==> config.mk <==
export PLATFORM = sky130hd
export DESIGN_NAME = reg_file_sb
export DESIGN_NICKNAME = d
export VERILOG_FILES = /design/src/rtl/reg_file_pkg.sv /design/src/rtl/reg_busy_table.sv /design/src/rtl/reg_file_sb.sv
export SDC_FILE = /design/constraint.sdc
export NUM_CORES = 2
export LEC_CHECK = 0
export CORE_UTILIZATION = 35
export CTS_CLUSTER_DIAMETER = 60
export DETAILED_ROUTE_END_ITERATION = 10
export SYNTH_ARGS = -nofsm -noshare
export SYNTH_HDL_FRONTEND = slang
export SYNTH_SLANG_ARGS = --single-unit
==> constraint.sdc <==
create_clock -name clk -period 51.8 [get_ports clk]
set_input_delay 10.36 -clock clk [delete_from_list [all_inputs] [get_ports clk]]
set_output_delay 10.36 -clock clk [all_outputs]
set_load 0.01 [all_outputs]
==> src/rtl/reg_file_pkg.sv <==
`default_nettype none
// ============================================================================
// Module   : reg_file_pkg
// Brief    : Shared constants for the scoreboarded register file.
// Revision : 1.0  initial release
// ============================================================================
package reg_file_pkg;

    localparam int DEFAULT_DATA_W = 32;
    localparam int DEFAULT_ADDR_W = 5;

    // Architectural zero register: reads zero, never written, never busy.
    localparam int REG_ZERO       = 0;

endpackage : reg_file_pkg
`default_nettype wire

==> src/rtl/reg_busy_table.sv <==
`default_nettype none
// ============================================================================
// Module   : reg_busy_table
// Brief    : Per-register busy scoreboard with a running count of busy entries.
//            Issue sets a bit, write-back clears it; issue wins on a collision.
// Revision : 1.0  initial release
// ============================================================================
module reg_busy_table
    import reg_file_pkg::*;
#(
    parameter int ADDR_W = DEFAULT_ADDR_W
) (
    input  logic                    clk,
    input  logic                    rst,
    input  logic                    iss_en,
    input  logic [ADDR_W-1:0]       iss_addr,
    input  logic                    wr_en,
    input  logic [ADDR_W-1:0]       wr_addr,
    output logic [(1<<ADDR_W)-1:0]  busy,
    output logic [ADDR_W:0]         pending_cnt
);

    localparam int DEPTH = 1 << ADDR_W;

    logic [DEPTH-1:0] r_busy;
    logic [ADDR_W:0]  r_cnt;
    logic [DEPTH-1:0] w_busy_nxt;
    logic             w_iss_valid;
    logic             w_wr_valid;
    logic             w_same_addr;
    logic             w_set;
    logic             w_clr;

    assign w_iss_valid = iss_en && (iss_addr != ADDR_W'(REG_ZERO));
    assign w_wr_valid  = wr_en  && (wr_addr  != ADDR_W'(REG_ZERO));
    assign w_same_addr = w_iss_valid && w_wr_valid && (iss_addr == wr_addr);

    // Count moves only on real 0->1 / 1->0 transitions so it tracks popcount.
    assign w_set = w_iss_valid && !r_busy[iss_addr];
    assign w_clr = w_wr_valid && r_busy[wr_addr] && !w_same_addr;

    // Next busy vector: clear for write-back first, then set for issue.
    always_comb begin
        w_busy_nxt = r_busy;
        if (w_wr_valid) begin
            w_busy_nxt[wr_addr] = 1'b0;
        end
        if (w_iss_valid) begin
            w_busy_nxt[iss_addr] = 1'b1;
        end
    end

    // Busy bits and pending count, cleared asynchronously.
    always_ff @(posedge clk or posedge rst) begin
        if (rst) begin
            r_busy <= '0;
            r_cnt  <= '0;
        end else begin
            r_busy <= w_busy_nxt;
            r_cnt  <= r_cnt + {{ADDR_W{1'b0}}, w_set} - {{ADDR_W{1'b0}}, w_clr};
        end
    end

    assign busy        = r_busy;
    assign pending_cnt = r_cnt;

endmodule : reg_busy_table
`default_nettype wire

==> src/rtl/reg_file_sb.sv <==
`default_nettype none
// ============================================================================
// Module   : reg_file_sb
// Brief    : Multi-read-port register file with one write-back port and a
//            busy scoreboard. Register 0 reads zero and is never busy.
//            Optional macro REGFILE_BYPASS_EN: write-through from the
//            write-back port to matching read ports in the same cycle.
// Revision : 1.0  initial release
// ============================================================================
module reg_file_sb
    import reg_file_pkg::*;
#(
    parameter int DATA_W = DEFAULT_DATA_W,
    parameter int ADDR_W = DEFAULT_ADDR_W,
    parameter int NUM_RD = 2
) (
    input  logic                       clk,
    input  logic                       rst,
    input  logic [NUM_RD*ADDR_W-1:0]   rd_addr,
    output logic [NUM_RD*DATA_W-1:0]   rd_data,
    output logic [NUM_RD-1:0]          rd_busy,
    input  logic                       iss_en,
    input  logic [ADDR_W-1:0]          iss_addr,
    input  logic                       wr_en,
    input  logic [ADDR_W-1:0]          wr_addr,
    input  logic [DATA_W-1:0]          wr_data,
    output logic [ADDR_W:0]            pending_cnt
);

    localparam int DEPTH = 1 << ADDR_W;

    logic [DATA_W-1:0] r_regs [DEPTH];
    logic [DEPTH-1:0]  w_busy;
    logic              w_wr_valid;

    assign w_wr_valid = wr_en && (wr_addr != ADDR_W'(REG_ZERO));

    reg_busy_table #(
        .ADDR_W      (ADDR_W)
    ) u_busy (
        .clk         (clk),
        .rst         (rst),
        .iss_en      (iss_en),
        .iss_addr    (iss_addr),
        .wr_en       (wr_en),
        .wr_addr     (wr_addr),
        .busy        (w_busy),
        .pending_cnt (pending_cnt)
    );

    // Data array: write-back stores, register 0 is never written.
    always_ff @(posedge clk or posedge rst) begin
        if (rst) begin
            for (int k = 0; k < DEPTH; k++) begin
                r_regs[k] <= '0;
            end
        end else if (w_wr_valid) begin
            r_regs[wr_addr] <= wr_data;
        end
    end

`ifdef REGFILE_BYPASS_EN
    // A re-issue of the register being written keeps it busy for its new producer.
    logic w_reissue;
    assign w_reissue = iss_en && (iss_addr == wr_addr);
`endif

    for (genvar i = 0; i < NUM_RD; i++) begin : g_rd
        logic [ADDR_W-1:0] w_addr;
        logic [DATA_W-1:0] w_data;
        logic              w_rbusy;

        assign w_addr = rd_addr[i*ADDR_W +: ADDR_W];

        // Read mux from stored state, optional write-through, zero register forced.
        always_comb begin
            w_data  = r_regs[w_addr];
            w_rbusy = w_busy[w_addr];
`ifdef REGFILE_BYPASS_EN
            if (w_wr_valid && (w_addr == wr_addr)) begin
                w_data  = wr_data;
                w_rbusy = w_reissue;
            end
`endif
            if (w_addr == ADDR_W'(REG_ZERO)) begin
                w_data  = '0;
                w_rbusy = 1'b0;
            end
        end

        assign rd_data[i*DATA_W +: DATA_W] = w_data;
        assign rd_busy[i]                  = w_rbusy;
    end

endmodule : reg_file_sb
`default_nettype wire
**Yosys cells after proc, flatten, opt, wreduce, memory -nomap -nowiden**

Cells that the tools add are included.

- Equality and inequality tests: 1
- Magnitude comparators: 10
- Reductions and logical operators: 16
- Bitwise gates (word level): 6
- Add/sub/neg operators: 2
- Multiplexer cells: 27

Operators by type and width:

| operator | count |
|---|---|
| $bwmux W1024 | 1 |
| $bmux W32 S5 | 2 |
| $mux W32 | 9 |
| $demux W32 S5 | 1 |
| $and A32 B32 Y32 | 1 |
| $not A32 Y32 | 1 |
| $or A32 B32 Y32 | 1 |
| $lt A5 B6 Y1 const B | 4 |
| $bmux W1 S5 | 4 |
| $ge A6 B6 Y1 const B | 3 |
| $not A5 Y6 | 3 |
| $demux W1 S5 | 2 |
| $ge A5 B1 Y1 const B | 2 |
| $logic_and A1 B1 Y1 | 10 |
| $logic_not A5 Y1 | 2 |
| $reduce_bool A5 Y1 | 2 |
| $mux W1 | 8 |
| $add A6 B1 Y6 | 1 |
| $lt A6 B1 Y1 const B | 1 |
| $sub A6 B1 Y6 | 1 |
| $eq A5 B5 Y1 | 1 |
| $logic_not A1 Y1 | 2 |

- Output and inout bits: 72
- Input port bits: 56
- Flip-flop bits (word level): 1062
- Logic and storage cells: 96

**Depth between registers and ports, before layout**

- Depth after elaboration: 9
- Mapped depth: 16
- Depth with buffers taken out: 14

**Modules after synthesis**

From an unflattened synthesis, not the netlist that was laid out.

- Cell total of the unflattened synthesis: 3897
- Area total of the unflattened synthesis: 58272.1 um2

By module, submodules not included:

| module | area an instance (um2) | cells each | instances | sequential area each (um2) |
|---|---|---|---|---|
| reg_file_sb | 55876.1 | 3656 | 1 | 25624.6 |
| reg_busy_table | 2396.0 | 241 | 1 | 950.9 |

**Worst setup path after synthesis**

OpenSTA, ideal clock, no wires.

- Path kind: input to output
- Start point: input rd_addr[0]
- End point: output rd_busy[0]
- Slack: 29400 ps
- Arrival time: 12040 ps
- Stages: 9
- Required time: 41440 ps
- Buffers on the path: 6
- Path through: clkbuf_2 -> buf_6 -> buf_6 -> buf_4 -> buf_4 -> mux4_2 -> mux2i_1 -> a221oi_2 -> buf_4

- Longest elaborated chain between the ends: 3
- Elaborated cells between the ends (all ways): 4
- Those cells by class: 3 x mux; 1 x reduce/logical

Ends and longest elaborated chain:

| item | RTL line | RTL |
|---|---|---|
| start: declaration | reg_file_sb.sv:19 | `input logic [NUM_RD*ADDR_W-1:0] rd_addr,` |
| $bmux W1 S5 | reg_file_sb.sv:78 | `w_rbusy = w_busy[w_addr];` |
| $mux W1 (not written as such) | reg_file_sb.sv:78 |  |
| $mux W1 (*) | reg_file_sb.sv:85 | `if (w_addr == ADDR_W'(REG_ZERO)) begin` |
| end: declaration | reg_file_sb.sv:21 | `output logic [NUM_RD-1:0] rd_busy,` |

Mark *: on every way between the ends. The rest lies on a longest branch, timed or not. The select of a mux whose other input is x is not followed.

**Worst setup path in the final report**

- Start point: input rd_addr[0]
- End point: output rd_data[20]

- Longest elaborated chain between the ends: 5
- Elaborated cells between the ends (all ways): 6
- Those cells by class: 4 x mux; 1 x bitwise; 1 x reduce/logical

Ends and longest elaborated chain:

| item | RTL line | RTL |
|---|---|---|
| $not A5 Y6 (not written as such) | reg_file_sb.sv:77 | `w_data = r_regs[w_addr];` |
| $bmux W32 S5 | reg_file_sb.sv:77 |  |
| $mux W32 (not written as such) (2 in series) | reg_file_sb.sv:77 |  |
| $mux W32 (*) | reg_file_sb.sv:85 |  |
| end: declaration | reg_file_sb.sv:20 | `output logic [NUM_RD*DATA_W-1:0] rd_data,` |

Marks and branches as above.

==> flow_metrics.tcl <==
set metrics [dict create \
    first_pass_iters 5 \
    hold_viol_final 0 \
    multi_input_area_sq_mm 0.0285 \
    root_buffer "clkbuf_16" \
    grt_first_pass_wirelength_microns 259000 \
    drive_gt1_share_pct 52.7 \
    layout_common_cells "dfrtp_1 (1062), mux2_2 (875), mux4_2 (605), clkbuf_16 (122), mux2_1 (119)" \
    viasPerCell 6.02 \
    slew_viol_final 0 \
    cap_violations 0 \
    slew-limit-headroom_pct 19.1 \
    core_area_sq_mm 0.161 \
    crit_chain "buf_8 > buf_4 > buf_4 > buf_4 > mux4_2 > mux4_2 > clkinv_1 > a221oi_2 > clkdlybuf4s50_1" \
    numCtsBuffers 121 \
    grt_pass1_vias 35919 \
    fp.dieW_microns 406 \
    critPathTopFamily "buffers and inverters" \
    grt_usage_pct 21.6 \
    cp_num_buf_inv 6 \
    critical_path_class "primary input to primary output" \
    grt_overflow 0 \
    synth-edff-count 0 \
    worst_slew_pin_slew_ns 1.21 \
    required_ns 41.44 \
    area_delta_synth_final_pct 12.1 \
    start_kind "primary input" \
    cts_hold_buf 0 \
    fillCellCount 14793 \
    antenna_found_initial 13 \
    wl_per_cell_microns 30.7 \
    ir_worst_vdd_mv 0.0287 \
    routabilityCongestion 0.782 \
    reg2reg_from "u_busy.busy[3]" \
    p_per_area_mw_per_mm2 39.6 \
    async_reset_ff_share_pct 100 \
    finClkSkew_ns 0.0149 \
    status "finished clean" \
    worstHoldPathCells 0 \
    cp_max_fo 61 \
    clock.fmax_ghz 0.0391 \
    crit_path_start "rd_addr[0]" \
    fp.dieH_microns 406 \
    rows 147 \
    end_kind "primary output" \
    cts_setup_buffers 0 \
    dpl.hpwl_microns 94700 \
    htreeDepth 3 \
    rr_endpoint "u_busy.pending_cnt[4]" \
    hp-class "register to register" \
    ant_nets 0 \
    wirelength_microns 175000 \
    syn_inst 3548 \
    timing.final.crit_share_pct 49.3 \
    cpMaxStageDelayCell "buf_4" \
    final.min_clock_period_ns 25.56 \
    initial_utilization_pct 35.4 \
    port_buffers 127 \
    critPathMaxStageDelay_ns 0.81 \
    die_area_sq_mm 0.165 \
    setup_tns_ns 0 \
    finalSetupViolCount 0 \
    nets 3511 \
    cts_buffer_depth 3 \
    cts_sinks 1062 \
    rsz0062_at_grt "false" \
    ys_seq_area_share_pct 46.5 \
    yosys_register_bits 1062 \
    final_common_cell "dfrtp_1" \
    syn_area_per_cell_sq_um 16.1 \
    syn-num-nets 3611 \
    worst_hold_startpoint "r_regs[1023]" \
    power.leakage_nw 26.9 \
    pre_cts_slack_ns 26.08 \
    clkTransAtPathRegs_ns 0.06 \
    final_util_pct 39.7 \
    layout_setup_ws_ns 26.24 \
    synthFlopType "dfrtp_1" \
    tritoncts "done" \
    netlist_area_sq_mm 0.0572 \
    cp_common_cell "buf_4" \
    yosys_warnings 0 \
    cts_resized 0 \
    drcViolationCount 0 \
    ys_types 50 \
    io_pins 128 \
    regArea_sq_mm 0.0266 \
    r2r_setup_slack_ns 48.82 \
    grt_max_degree 164 \
    vias 34442 \
    r2r_cells 14 \
    arrival_ns 15.20 \
    hold_end "r_regs[1023]" \
    clk_latency_ns 0.75 \
    drtIter0Drc 2828 \
]
sequential cells by signal, indices dropped and copies added, names as in the netlist:
name                count
u_busy.pending_cnt      6
u_busy.busy            32
r_regs               1024
cell type report:
class	instances	area share (%)
Tap cell	2160	4.22
Clock buffer	169	5.52
Sequential cell	1062	41.5
Inverter	78	0.469
Timing Repair Buffer	197	2.90
Multi-Input combinational cell	1988	44.4
Clock inverter	58	0.953
Antenna cell	5	0.0195
per-stage QoR:
step	instances	total power [mW]	hold slack, ns	area, sq um
3_5_place_dp	5485	1.66	0.384	59900
6_report	5717	2.54	0.392	64100
3_3_place_gp	5485	1.64	0.376	59900
2_1_floorplan	3548	1.51	0.441	57200
5_1_grt	5712	2.65	0.409	64100
4_1_cts	5712	2.55	0.397	64100
cell families (layout without fill, tap and decap cells):
logic type                 after synthesis  after routing  share of synthesized area (%)
AOI/OAI and AO/OA                      192            192                           3.34
DFF                                   1062           1062                           46.5
muxes                                 1673           1673                           44.7
adders and majority gates                7              7                          0.166
buffers and inverters                  498            502                           4.15
and+or+nand+nor                        106            106                          0.992
other                                    0              5                              0
xor gates and xnor gates                10             10                          0.153
synth_stat cells (25+ instances only):
| cell type | n | share of area (%) |
|---|---|---|
| dfrtp_1 | 1062 | 46 |
| a221oi_2 | 58 | 1.5 |
| clkinv_1 | 66 | 0.43 |
| buf_2 | 157 | 1.4 |
| mux4_2 | 605 | 24 |
| mux2i_1 | 74 | 1.3 |
| o21ai_0 | 28 | 0.25 |
| nand2_1 | 31 | 0.20 |
| clkbuf_1 | 193 | 1.3 |
| mux2_1 | 119 | 2.3 |
| buf_6 | 25 | 0.49 |
| mux2_2 | 875 | 17 |
| buf_4 | 31 | 0.41 |
| o221ai_1 | 66 | 1.0 |
worst reg2reg max path: cells and delay by family (launching register included):
kind,cells,cell delay [ns]
and+or+nand+nor,1,0.15
AOI/OAI and AO/OA,5,0.62
buffers and inverters,3,0.18
xor gates and xnor gates,1,0.13
muxes,1,0.51
DFF,1,0.42
adders and majority gates,3,0.86
worst max path at each step:
stage	endpoint	cells past startpoint
after floorplan	r_regs[0]	1
after global placement	rd_data[20]	9
after detailed placement	rd_data[20]	9
after CTS	rd_data[20]	9
after global routing	rd_data[21]	9
final	rd_data[20]	9
per-layer routing:
metal | part of all wire, % | routed length (microns) | vias up | track usage, %
met5 | 0.049 | 86 | - | 0
met3 | 6.2 | 10800 | 307 | 4.10
met1 | 43 | 75100 | 19207 | 29.8
li1 | - | - | 13760 | -
met4 | 3.0 | 5200 | 12 | 6.20
met2 | 48 | 84200 | 1156 | 34.7
report_power, final:
group | switching, mW | leakage (nW) | internal, mW
combinational | 0.213 | 11.2 | 0.330
clock | 0.372 | 2.05 | 0.518
sequential | 0.114 | 13.6 | 0.990
Power figures use the tool's default switching activity.
